### src/rtl/instruction_fetch.sv
// ---------------------------------------------------------------------------
// instruction_fetch
//
// Fetch stage front end. Issues one word-aligned read at a time to the
// instruction memory, then hands each returned word and its address to the
// decode stage through a single output slot. A one-entry skid buffer catches
// a word that returns while decode is stalled, so no fetched word is lost.
// A redirect from execute has top priority: it retargets the PC, empties the
// output slot and the buffer, and any word still in flight is thrown away
// when it returns.
//
// Ports
//   clk            : rising-edge clock
//   rst_n          : asynchronous, active-low reset
//   imem_req       : read request, high in WAIT and DRAIN
//   imem_addr      : request address, held stable while imem_req is high
//   imem_ack       : memory response valid (may come in the request cycle)
//   imem_rdata     : returned instruction word, valid with imem_ack
//   redirect_valid : branch/jump redirect
//   redirect_pc    : redirect target (low two bits ignored)
//   stall          : decode cannot accept the word in the output slot
//   instr_valid    : instr/instr_pc hold a valid instruction
//   instr          : fetched instruction word
//   instr_pc       : address of instr
// ---------------------------------------------------------------------------
module instruction_fetch #(
  parameter logic [31:0] RESET_PC = 32'h0000_0000
) (
  input  logic        clk,
  input  logic        rst_n,
  output logic        imem_req,
  output logic [31:0] imem_addr,
  input  logic        imem_ack,
  input  logic [31:0] imem_rdata,
  input  logic        redirect_valid,
  input  logic [31:0] redirect_pc,
  input  logic        stall,
  output logic        instr_valid,
  output logic [31:0] instr,
  output logic [31:0] instr_pc
);

  typedef enum logic [1:0] {
    IDLE  = 2'd0,  // one quiet cycle after reset before the first request
    WAIT  = 2'd1,  // request outstanding, word will be used
    HOLD  = 2'd2,  // word parked in the buffer, no request issued
    DRAIN = 2'd3   // request outstanding, word will be discarded
  } state_t;

  // State and datapath registers
  state_t      r_state;
  logic [31:0] r_pc;          // next address to fetch
  logic [31:0] r_req_addr;    // address presented on imem_addr
  logic        r_instr_valid;
  logic [31:0] r_instr;
  logic [31:0] r_instr_pc;
  logic        r_buf_valid;
  logic [31:0] r_buf_data;
  logic [31:0] r_buf_pc;

  // Combinational helpers
  state_t      w_state_next;
  logic        w_slot_free;
  logic        w_take;
  logic        w_load_out;
  logic        w_load_buf;
  logic        w_unload_buf;
  logic [31:0] w_pc_inc;
  logic [31:0] w_redirect_target;
  logic [31:0] w_pc_next;
  logic [31:0] w_req_addr_next;

  // The output slot can take a new word when it is empty or being consumed.
  assign w_slot_free       = !r_instr_valid || !stall;

  // A returned word is kept only in WAIT and only if no redirect overrides it.
  assign w_take            = (r_state == WAIT) && imem_ack && !redirect_valid;
  assign w_load_out        = w_take && w_slot_free;
  assign w_load_buf        = w_take && !w_slot_free;
  assign w_unload_buf      = (r_state == HOLD) && !stall && !redirect_valid;

  // 32-bit add wraps naturally from FFFF_FFFC to 0000_0000.
  assign w_pc_inc          = r_pc + 32'd4;
  assign w_redirect_target = {redirect_pc[31:2], 2'b00};

  always_comb begin
    // NOTE: every always_comb output gets a default first, so no path leaves it
    // unassigned and no latch is inferred.
    w_pc_next = r_pc;
    if (redirect_valid) begin
      w_pc_next = w_redirect_target;
    end else if (w_take) begin
      w_pc_next = w_pc_inc;
    end
  end

  // The request address follows the PC except while a discarded request is
  // still in flight, where the memory must see the original address.
  always_comb begin
    w_req_addr_next = w_pc_next;
    if (w_state_next == DRAIN) begin
      w_req_addr_next = r_req_addr;
    end
  end

  // -------------------------------------------------------------------------
  // FSM process 1: state register
  // -------------------------------------------------------------------------
  always_ff @(posedge clk or negedge rst_n) begin
    // NOTE: sequential state uses non-blocking assignments so every register
    // samples pre-edge values regardless of statement order.
    if (!rst_n) begin
      r_state <= IDLE;
    end else begin
      r_state <= w_state_next;
    end
  end

  // -------------------------------------------------------------------------
  // FSM process 2: next-state logic
  // -------------------------------------------------------------------------
  always_comb begin
    w_state_next = r_state;
    case (r_state)
      IDLE: begin
        // A late ack from a request abandoned by reset is ignored here.
        w_state_next = WAIT;
      end
      WAIT: begin
        if (redirect_valid) begin
          // Ack in the same cycle retires the stale request; otherwise it
          // must be drained before the redirect target can be requested.
          w_state_next = imem_ack ? WAIT : DRAIN;
        end else if (imem_ack) begin
          w_state_next = w_slot_free ? WAIT : HOLD;
        end
      end
      HOLD: begin
        if (redirect_valid || !stall) begin
          w_state_next = WAIT;
        end
      end
      DRAIN: begin
        if (imem_ack) begin
          w_state_next = WAIT;
        end
      end
      default: w_state_next = IDLE;
    endcase
  end

  // -------------------------------------------------------------------------
  // FSM process 3: outputs
  // -------------------------------------------------------------------------
  always_comb begin
    imem_req = 1'b0;
    case (r_state)
      WAIT, DRAIN: imem_req = 1'b1;
      default:     imem_req = 1'b0;
    endcase
  end

  assign imem_addr   = r_req_addr;
  assign instr_valid = r_instr_valid;
  assign instr       = r_instr;
  assign instr_pc    = r_instr_pc;

  // -------------------------------------------------------------------------
  // PC and request address
  // -------------------------------------------------------------------------
  always_ff @(posedge clk or negedge rst_n) begin
    if (!rst_n) begin
      r_pc       <= RESET_PC;
      r_req_addr <= RESET_PC;
    end else begin
      r_pc       <= w_pc_next;
      r_req_addr <= w_req_addr_next;
    end
  end

  // -------------------------------------------------------------------------
  // Output slot: redirect flushes, then a new memory word, then the buffered
  // word; a consumed slot with nothing to refill it goes empty. While stalled
  // and not redirected, nothing here changes.
  // -------------------------------------------------------------------------
  always_ff @(posedge clk or negedge rst_n) begin
    if (!rst_n) begin
      r_instr_valid <= 1'b0;
      r_instr       <= '0;
      r_instr_pc    <= '0;
    end else if (redirect_valid) begin
      r_instr_valid <= 1'b0;
    end else if (w_load_out) begin
      r_instr_valid <= 1'b1;
      r_instr       <= imem_rdata;
      r_instr_pc    <= r_req_addr;
    end else if (w_unload_buf) begin
      r_instr_valid <= 1'b1;
      r_instr       <= r_buf_data;
      r_instr_pc    <= r_buf_pc;
    end else if (r_instr_valid && !stall) begin
      r_instr_valid <= 1'b0;
    end
  end

  // -------------------------------------------------------------------------
  // One-entry skid buffer, filled only when a word returns into a stalled,
  // occupied slot. Only r_buf_valid needs a reset for correctness.
  // -------------------------------------------------------------------------
  always_ff @(posedge clk or negedge rst_n) begin
    // NOTE: the buffer payload is a single register, so it is cleared on reset
    // as well to keep simulation free of X; a deep storage array would not be.
    if (!rst_n) begin
      r_buf_valid <= 1'b0;
      r_buf_data  <= '0;
      r_buf_pc    <= '0;
    end else if (redirect_valid) begin
      r_buf_valid <= 1'b0;
    end else if (w_load_buf) begin
      r_buf_valid <= 1'b1;
      r_buf_data  <= imem_rdata;
      r_buf_pc    <= r_req_addr;
    end else if (w_unload_buf) begin
      r_buf_valid <= 1'b0;
    end
  end

endmodule

### config.mk
export PLATFORM = sky130hd
export DESIGN_NAME = instruction_fetch
export DESIGN_NICKNAME = d
export VERILOG_FILES = /design/src/rtl/instruction_fetch.sv
export SDC_FILE = /design/constraint.sdc
export NUM_CORES = 1
export LEC_CHECK = 0
export BUFFER_PORTS_ARGS = -buffer_cell sky130_fd_sc_hd__buf_4
export CAP_MARGIN = 20
export CORE_MARGIN = 8
export CORE_UTILIZATION = 55
export DETAILED_ROUTE_END_ITERATION = 7
export PLACE_DENSITY = 0.8
export SYNTH_ARGS = -nofsm -noshare
export SYNTH_HDL_FRONTEND = slang
export SYNTH_SLANG_ARGS = --single-unit
### constraint.sdc
create_clock -name clk -period 2.2 [get_ports clk]
set_clock_uncertainty 0.05 [all_clocks]
set_input_delay 0 -clock clk [delete_from_list [all_inputs] [get_ports clk]]
set_output_delay 0 -clock clk [all_outputs]
set_load 0.005 [all_outputs]
# Word level (Yosys, flattened, before mapping)
# Cells that the tools add are included.
op_classes:
  add_sub_neg: 1
  n_eq_ne: 4
  muxes: 18
  n_bitwise: 1
  n_reduce_logical: 19
op_table:
  columns: ["cell", "n"]
  rows:
  - ["$mux 32", 6]
  - ["$add 32x3->32 const B", 1]
  - ["$mux 2", 6]
  - ["$pmux 2 s4", 1]
  - ["$logic_and 1x1->1", 7]
  - ["$eq 2x2->1 const B", 3]
  - ["$mux 1", 5]
  - ["$logic_not 1->1", 4]
  - ["$reduce_and 2->1", 2]
  - ["$reduce_bool 4->1", 1]
  - ["$eq 2x1->1 const B", 1]
  - ["$logic_not 2->1", 1]
  - ["$logic_or 1x1->1", 2]
  - ["$reduce_bool 2->1", 1]
  - ["$reduce_or 2->1", 1]
  - ["$not 1->1", 1]
totals:
  ff_bits: 195
  inputBits: 69
  out_inout_bits: 98
  word_cells: 51

# Logic depth before layout (Yosys ltp)
# Gate-level depths: netlist of run 1.
depth:
  word_depth: 7
  mapped_depth: 7
  ltp_nobuf: 6

# Worst setup path after synthesis of run 1
# OpenSTA, ideal clock, no wires.
synth_timing:
  path_kind: "register to register"
  from: "reg r_state[1]"
  to: "reg r_req_addr[20], in the netlist imem_addr[20]"
  setup_time_ns: 0.126
  arrival_time_ns: 1.792
  required_ns: 2.024
  path_slack_ns: 0.232
  path_stages_with_launch: 7
  path_buffers: 1
  synth_period_minus_slack_ns: 1.968
  cell_sequence: "dfrtp_1 > nand3b_4 > buf_6 > or4_4 > nor3_2 > xor2_1 > a221o_1"
synth_between:
  elab_chain_len: 5
  word_cells_on_any_way: 14
  cone_classes: "eq/ne (4); mux (7); reduce/logical (3)"
synth_rtl:
  columns: ["item", "line_no", "text"]
  rows:
  - ["start, declared", "51", "state_t r_state;"]
  - ["start signal, assigned", "115", "r_state <= w_state_next;"]
  - ["branches (longest 5 deep; another with $pmux 2 s4)", null, null]
  - ["end signal, assigned", "177", "r_req_addr <= w_req_addr_next;"]
  - ["end, declared", "53", "logic [31:0] r_req_addr;"]
# Parallel ways; which one is timed is not known.
# A chain may end at the register's enable or synchronous reset.

# Worst setup path in the final report of run 1
layout_timing:
  from: "reg r_pc[3]"
  to: "reg r_req_addr[10], in the netlist imem_addr[10]"
layout_between:
  elab_chain_len: 3
layout_rtl:
  columns: ["item", "line_no", "text"]
  rows:
  - ["start, declared", "52", "logic [31:0] r_pc;"]
  - ["start signal, assigned", "176", "r_pc <= w_pc_next;"]
  - ["$add 32x3->32", "83", "assign w_pc_inc = r_pc + 32'd4;"]
  - ["$mux 32", "92", "end else if (w_take) begin"]
  - ["$mux 32", "90", "if (redirect_valid) begin"]
  - ["named net w_pc_next[10]", "70", "logic [31:0] w_pc_next;"]
# The timed path passes the listed nets, and every way through them passes these cells.

==> run metrics, run 1 <==
Final Cell Area=11,200 sq um; CTS buffer count=17; grt ovf=0; DRT Wirelength=22,000 microns; largest net degree at the start of global routing=67; vias in the first global route=7,002; Resize count post-CTS=0; Cell Area, Synth=8350 sq um; total core area=15,000 sq um; Crit. End Element=flip-flop; # nets final=1,004; CTS root buf=clkbuf_16; most common cell after layout, fill and taps aside=dfrtp_1; routed vias/inst=5.75; Post-Syn Nets=775; Setup Total Neg Slack=0 ns; later-pin clock latency in the skew report=0.43 ns; num ports=167; H-tree depth=4; Antenna Violating Nets Remaining=0; IO Port Bufs=164; Slew Viols, Final=0; RSZ-0062 raised after global routing=no; PwrDens=885 nW/um^2; CP Data Arrival Time=2.29 ns; die area=19,400 sq um; number of core rows=45; Die H=139 microns; most frequent cells in the layout=195 x dfrtp_1, 179 x buf_4, 153 x nand2_1; Ant. Diodes=0; fin crit period=2.02 ns; run status=completed; EDFF count, synth=0; worst hold path class=in2async; max-cap check violation count=0; Final Hold Viols=0; Sink Count=195; post-DR wirelength/cell=19.4 microns; actual slew at the worst max-slew pin=1.04 ns; worst r2r src=r_pc[3]; worst path required time=2.46 ns; Fmax achieved=494 MHz; total number of vias=6,524; Peak VDD IR=0.000534 V; GPL Wtd Cong=0.872; CP Max Fanout=5; DR iter-0 viols=413; crit start category=flip-flop; proportion of layout cells with a drive suffix above 1=0.348; antenna violations before repair=0; FFs w/ async S/R, synth=1.00; dpl hpwl=14,300 microns; Detailed Routing Iterations Pass 1=5; first-pass GRT wire length=36,600 microns; clock buffer depth=2; Max-slew headroom=0.302; Die Span X=139 microns; register area share after synthesis=0.584; final core utilization=0.745; CTS tree=built; final setup fails=0; initial core utilization=0.555; Total GRT Usage=0.235; ys flop type=dfrtp_1; critical path type=reg2reg; slack of the critical path=0.177 ns; Place WS=0.0742 ns; Syn Inst Count=705; synthesized area per cell=11.8 sq um; yosys warns=0; CP startpoint=r_pc[3]; Residual DRC=0; Worst-path clk slew=0.07 ns; Synth cell types=43; Tcrit/Tclk final=0.920; Area Overhead vs Synth=34.0%; leak pwr=5.41 nW; Synth Register Bits=195; DP Area=9910 sq um; fill cell count=962
==> through the flow <==
stage          power (mW)  hold slack, ns  cells
6_report             9.90          0.0684   1135
5_1_grt              10.4           0.102   1135
4_1_cts              9.94          0.0907   1133
3_5_place_dp         6.69         -0.0103   1035
3_3_place_gp         6.56         -0.0190   1035
2_1_floorplan        5.58          -0.346    705
==> worst max-delay path, cell delays in order (launching register included) <==
cell	delay [ns]
dfrtp_1	0.41
ha_1	0.21
nand3_2	0.12
buf_4	0.18
nor4_1	0.28
xor2_1	0.11
mux2_2	0.29
mux2_2	0.26
==> where the power goes <==
| part | leakage [nW] | internal [mW] | switching, mW |
|---|---|---|---|
| sequential | 2.44 | 4.29 | 0.517 |
| combinational | 2.68 | 1.11 | 0.821 |
| clock | 0.296 | 1.80 | 1.35 |
==> area by class of cell <==
| cell class | instances | area, sq um | area share |
|---|---|---|---|
| clock inverter | 11 | 125 | 0.0112 |
| timing repair buffer | 253 | 2160 | 0.193 |
| sequential | 195 | 4880 | 0.436 |
| tap | 188 | 235 | 0.0210 |
| inverter | 5 | 18.8 | 0.00168 |
| multi-input combinational | 462 | 3300 | 0.294 |
| clock buffer | 21 | 480 | 0.0429 |
==> Yosys cell counts, drive strengths merged (2+ instances only) <==
| library cell | n | share of area |
|---|---|---|
| buf | 28 | 0.017 |
| inv | 5 | 0.0022 |
| clkbuf | 15 | 0.0067 |
| mux2 | 93 | 0.13 |
| a221oi | 6 | 0.0070 |
| a221o | 12 | 0.014 |
| xor2 | 13 | 0.014 |
| nand4 | 14 | 0.011 |
| dfrtp | 195 | 0.58 |
| nor2 | 22 | 0.0099 |
| nor2b | 3 | 0.0022 |
| nor3 | 4 | 0.0030 |
| o21ai | 10 | 0.0060 |
| a22oi | 64 | 0.058 |
| a21oi | 7 | 0.0042 |
| nand2 | 153 | 0.069 |
| nor4 | 6 | 0.012 |
| and3 | 15 | 0.011 |
| mux2i | 2 | 0.0024 |
| nand3 | 8 | 0.0054 |
| xnor2 | 16 | 0.017 |
==> worst paths after layout <==
kind                       depth (start not counted)       endpoint  slack (ns)
min                                                2    r_buf_pc[9]        0.07
min in group clk                                   4       instr[5]        0.29
max in group asynchronous                          3       instr[6]        1.28
max reg2reg                                        7  imem_addr[10]        0.18
max                                                7  imem_addr[10]        0.18
min reg2reg                                        2    instr_pc[0]        0.42
==> layer usage <==
| layer | GRT usage | up-vias | share of wire |
|---|---|---|---|
| met4 | 0.0751 | 0 | 0.017 |
| met3 | 0.0646 | 34 | 0.059 |
| met1 | 0.282 | 3319 | 0.41 |
| li1 | - | 2942 | - |
| met5 | 0 | - | 0 |
| met2 | 0.403 | 229 | 0.51 |
==> registers in the layout, summed over array words and instances (netlist names) <==
signal	flops
r_pc	32
instr_valid	1
r_buf_pc	32
instr	32
instr_pc	32
imem_addr	32
r_buf_data	32
r_state	2
==> kinds of logic after synthesis <==
| group | synth area share |
|---|---|
| compound gates | 0.0926 |
| xor+xnor | 0.0304 |
| fa+ha+maj | 0.00150 |
| buf+inv | 0.0264 |
| flops | 0.584 |
| mux | 0.128 |
| simple gates | 0.137 |
==> what timing repair did <==
action,in CTS,in global routing
endpoints found under the setup margin,0,12
hold buffers,66,0
hold endpoints to repair,239,0
setup buffers,0,2
(Power assumes the default switching activity.)
==> inputs of run 2 (changes only) <==
CORE_UTILIZATION = 35   (was 55)
PLACE_DENSITY = 0.55   (was 0.8)
==> run 2 against run 1 <==
  * Setup slack worse by 0.068 ns
  * Largest cell class unchanged
  * Sequential share of layout area down 0.57 points
  * Flip-flop and latch count unchanged
  * Via count down 5.2%
  * Critical endpoint unchanged
  * Die area up 50%
  * Sequential power down 1%
  * Final cell count up 12%
  * Combinational power down 2%
  * Count of clock-buffer cells in the layout down 4
==> run metrics, run 2 (synthesis results as in run 1) <==
IO Port Bufs=164 (unchanged); worst path bufs/invs=1 (unchanged); grt ovf=0 (unchanged); Worst-path clk slew=0.08 ns (about the same); CTS root buf=clkbuf_16; Switching Fraction=0.279 (+0.00758); Reg2Reg Capture Point=imem_addr[10]; first-pass GRT wire length=35,800 microns (-2.1%); non-filler instance count after layout=1,273 (+12%); leak pwr=5.42 nW (about the same); routed vias/inst=4.86 (-15%); CP Max Fanout=8 (+3); Setup Total Neg Slack=0 ns (unchanged); Crit. End Element=flip-flop; CTS buffer count=17 (unchanged); worst hold path class=in2async; Sw Pwr=2.71 mW (+0.89%); most frequent cells in the layout=195 x dfrtp_1, 189 x buf_4, 153 x nand2_1; Detailed Routing Iterations Pass 1=4 (-1); critical path type=reg2reg; Sink Count=195 (unchanged); GPL Wtd Cong=0.762 (-13%); Residual DRC=0 (unchanged); RSZ-0062 raised after global routing=no; total number of vias=6,186 (-5.2%); worst r2r src=r_state[1]; num ports=167 (unchanged); Die H=170 microns (+22%); worst path required time=2.47 ns (about the same); antenna violations before repair=1 (+1); initial core utilization=0.356 (-0.200); CP Data Arrival Time=2.36 ns (+0.07 ns); final setup fails=0 (unchanged); # nets final=1,011 (+0.70%); most used cell, CP=mux2_2; Clock Power Share=0.315 (-0.004); Tcrit/Tclk final=0.950 (+0.0307); fin crit period=2.09 ns (+0.0676 ns); reg2reg setup slack=0.11 ns (-0.07 ns); largest net degree at the start of global routing=60 (-10%); die area=29,100 sq um (+50%); Combinational Power Share=0.196 (about the same); max-cap check violation count=0 (unchanged); total power=9.72 mW (-1.9%); crit start category=flip-flop; proportion of layout cells with a drive suffix above 1=0.354 (+0.00515); Slew Viols, Final=0 (unchanged); later-pin clock latency in the skew report=0.43 ns (about the same); PwrDens=857 nW/um^2 (-3.1%); vias in the first global route=6,577 (-6.1%); slowest CP cell=dfrtp_1; Hold Slack=0.0632 ns (-0.00524 ns); Fmax achieved=478 MHz (-3.2%); worst r2r path cells=6 (-1); P_int=7.00 mW (-2.9%); Antenna Violating Nets Remaining=0 (unchanged); crit-path leading delay family=simple AND/OR/NAND/NOR gates; Sequential Power Share=0.489 (+0.003); Max-slew headroom=0.384 (+0.0818); total core area=23,500 sq um (+56%); DR iter-0 viols=430 (+4.1%); CP peak stage delay=0.49 ns (+0.08 ns); Area Overhead vs Synth=35.8%; Total GRT Usage=0.155 (-0.0801); Peak VDD IR=0.000464 V (-13%); actual slew at the worst max-slew pin=0.920 ns (-0.122 ns); CP Cell Sequence=nand3b_4 > buf_4 > nor4_1 > xor2_1 > mux2_2 > mux2_2; number of core rows=56 (+24%); Die Span X=170 microns (+22%); Final Hold Viols=0 (unchanged); clock buffer depth=2 (unchanged); CTS tree=built; DRT Wirelength=22,000 microns (about the same); placed cells=1,174 (+13%); dpl hpwl=14,900 microns (+4.1%); post-DR wirelength/cell=17.3 microns (-11%); run status=completed; most common cell after layout, fill and taps aside=dfrtp_1; H-tree depth=4 (unchanged)
run 2: cell types whose count changed in the layout (fill, tap and decap cells not counted), sizes merged:
cell / before / now
buf: 186 / 193
inv: 7 / 12
clkbuf: 22 / 18
clkinv: 5 / 3
bufinv: 2 / 1
clkinvlp: 2 / 3
diode: 0 / 1
run 2: per-layer routing:
| metal | share of wire | vias up | GRT usage |
|---|---|---|---|
| met2 | 0.48 | 145 | 0.249 |
| met5 | 0 | - | 0 |
| met4 | 0.013 | 0 | 0.0458 |
| met1 | 0.46 | 3060 | 0.206 |
| met3 | 0.052 | 15 | 0.0334 |
| li1 | - | 2966 | - |
run 2: repair_timing:
action                                 4_1_cts  5_1_grt
setup endpoints to repair                    0       61
buffers inserted                             0        1
endpoints found under the hold margin      319        0
resized for setup                            0        1
hold buffers                                66        0
run 2: stage by stage:
stage / setup slack [ns] / utilization / instance area, sq um
after detailed placement: 0.0402 / 0.430 / 10100
after global placement: 0.0912 / 0.430 / 10100
after CTS: 0.0425 / 0.483 / 11300
final: 0.109 / 0.483 / 11300
after floorplan: 0.232 / - / 8350
after global routing: 0.00502 / 0.483 / 11300
run 2: power by group through the flow:
stage                     clock, mW  combinational (mW)  sequential (mW)
after global placement            0                1.82             4.80
after global routing           3.26                2.12             4.85
after detailed placement          0                1.85             4.82
final                          3.06                1.90             4.75
after CTS                      3.16                1.95             4.75
after floorplan                   0               0.819             4.76
run 2: worst max-delay path by stage:
stage	start	endpoint	slack, ns	depth (start not counted)
floorplan	r_state[1]	imem_addr[20]	0.23	6
global placement	r_state[1]	instr_pc[6]	0.09	7
detailed placement	r_state[1]	instr[3]	0.04	7
CTS	r_state[1]	instr[3]	0.04	7
global route	r_state[1]	imem_addr[14]	0.005	4
finish	r_state[1]	imem_addr[10]	0.11	6
run 2: cell type report:
class	instances	area (sq um)
Multi-Input combinational cell	462	3300
Fill cell	2172	12100
Inverter	5	18.8
Timing Repair Buffer	260	2170
Clock inverter	14	144
Clock buffer	17	425
Tap cell	319	399
Antenna cell	1	2.50
Sequential cell	195	4880
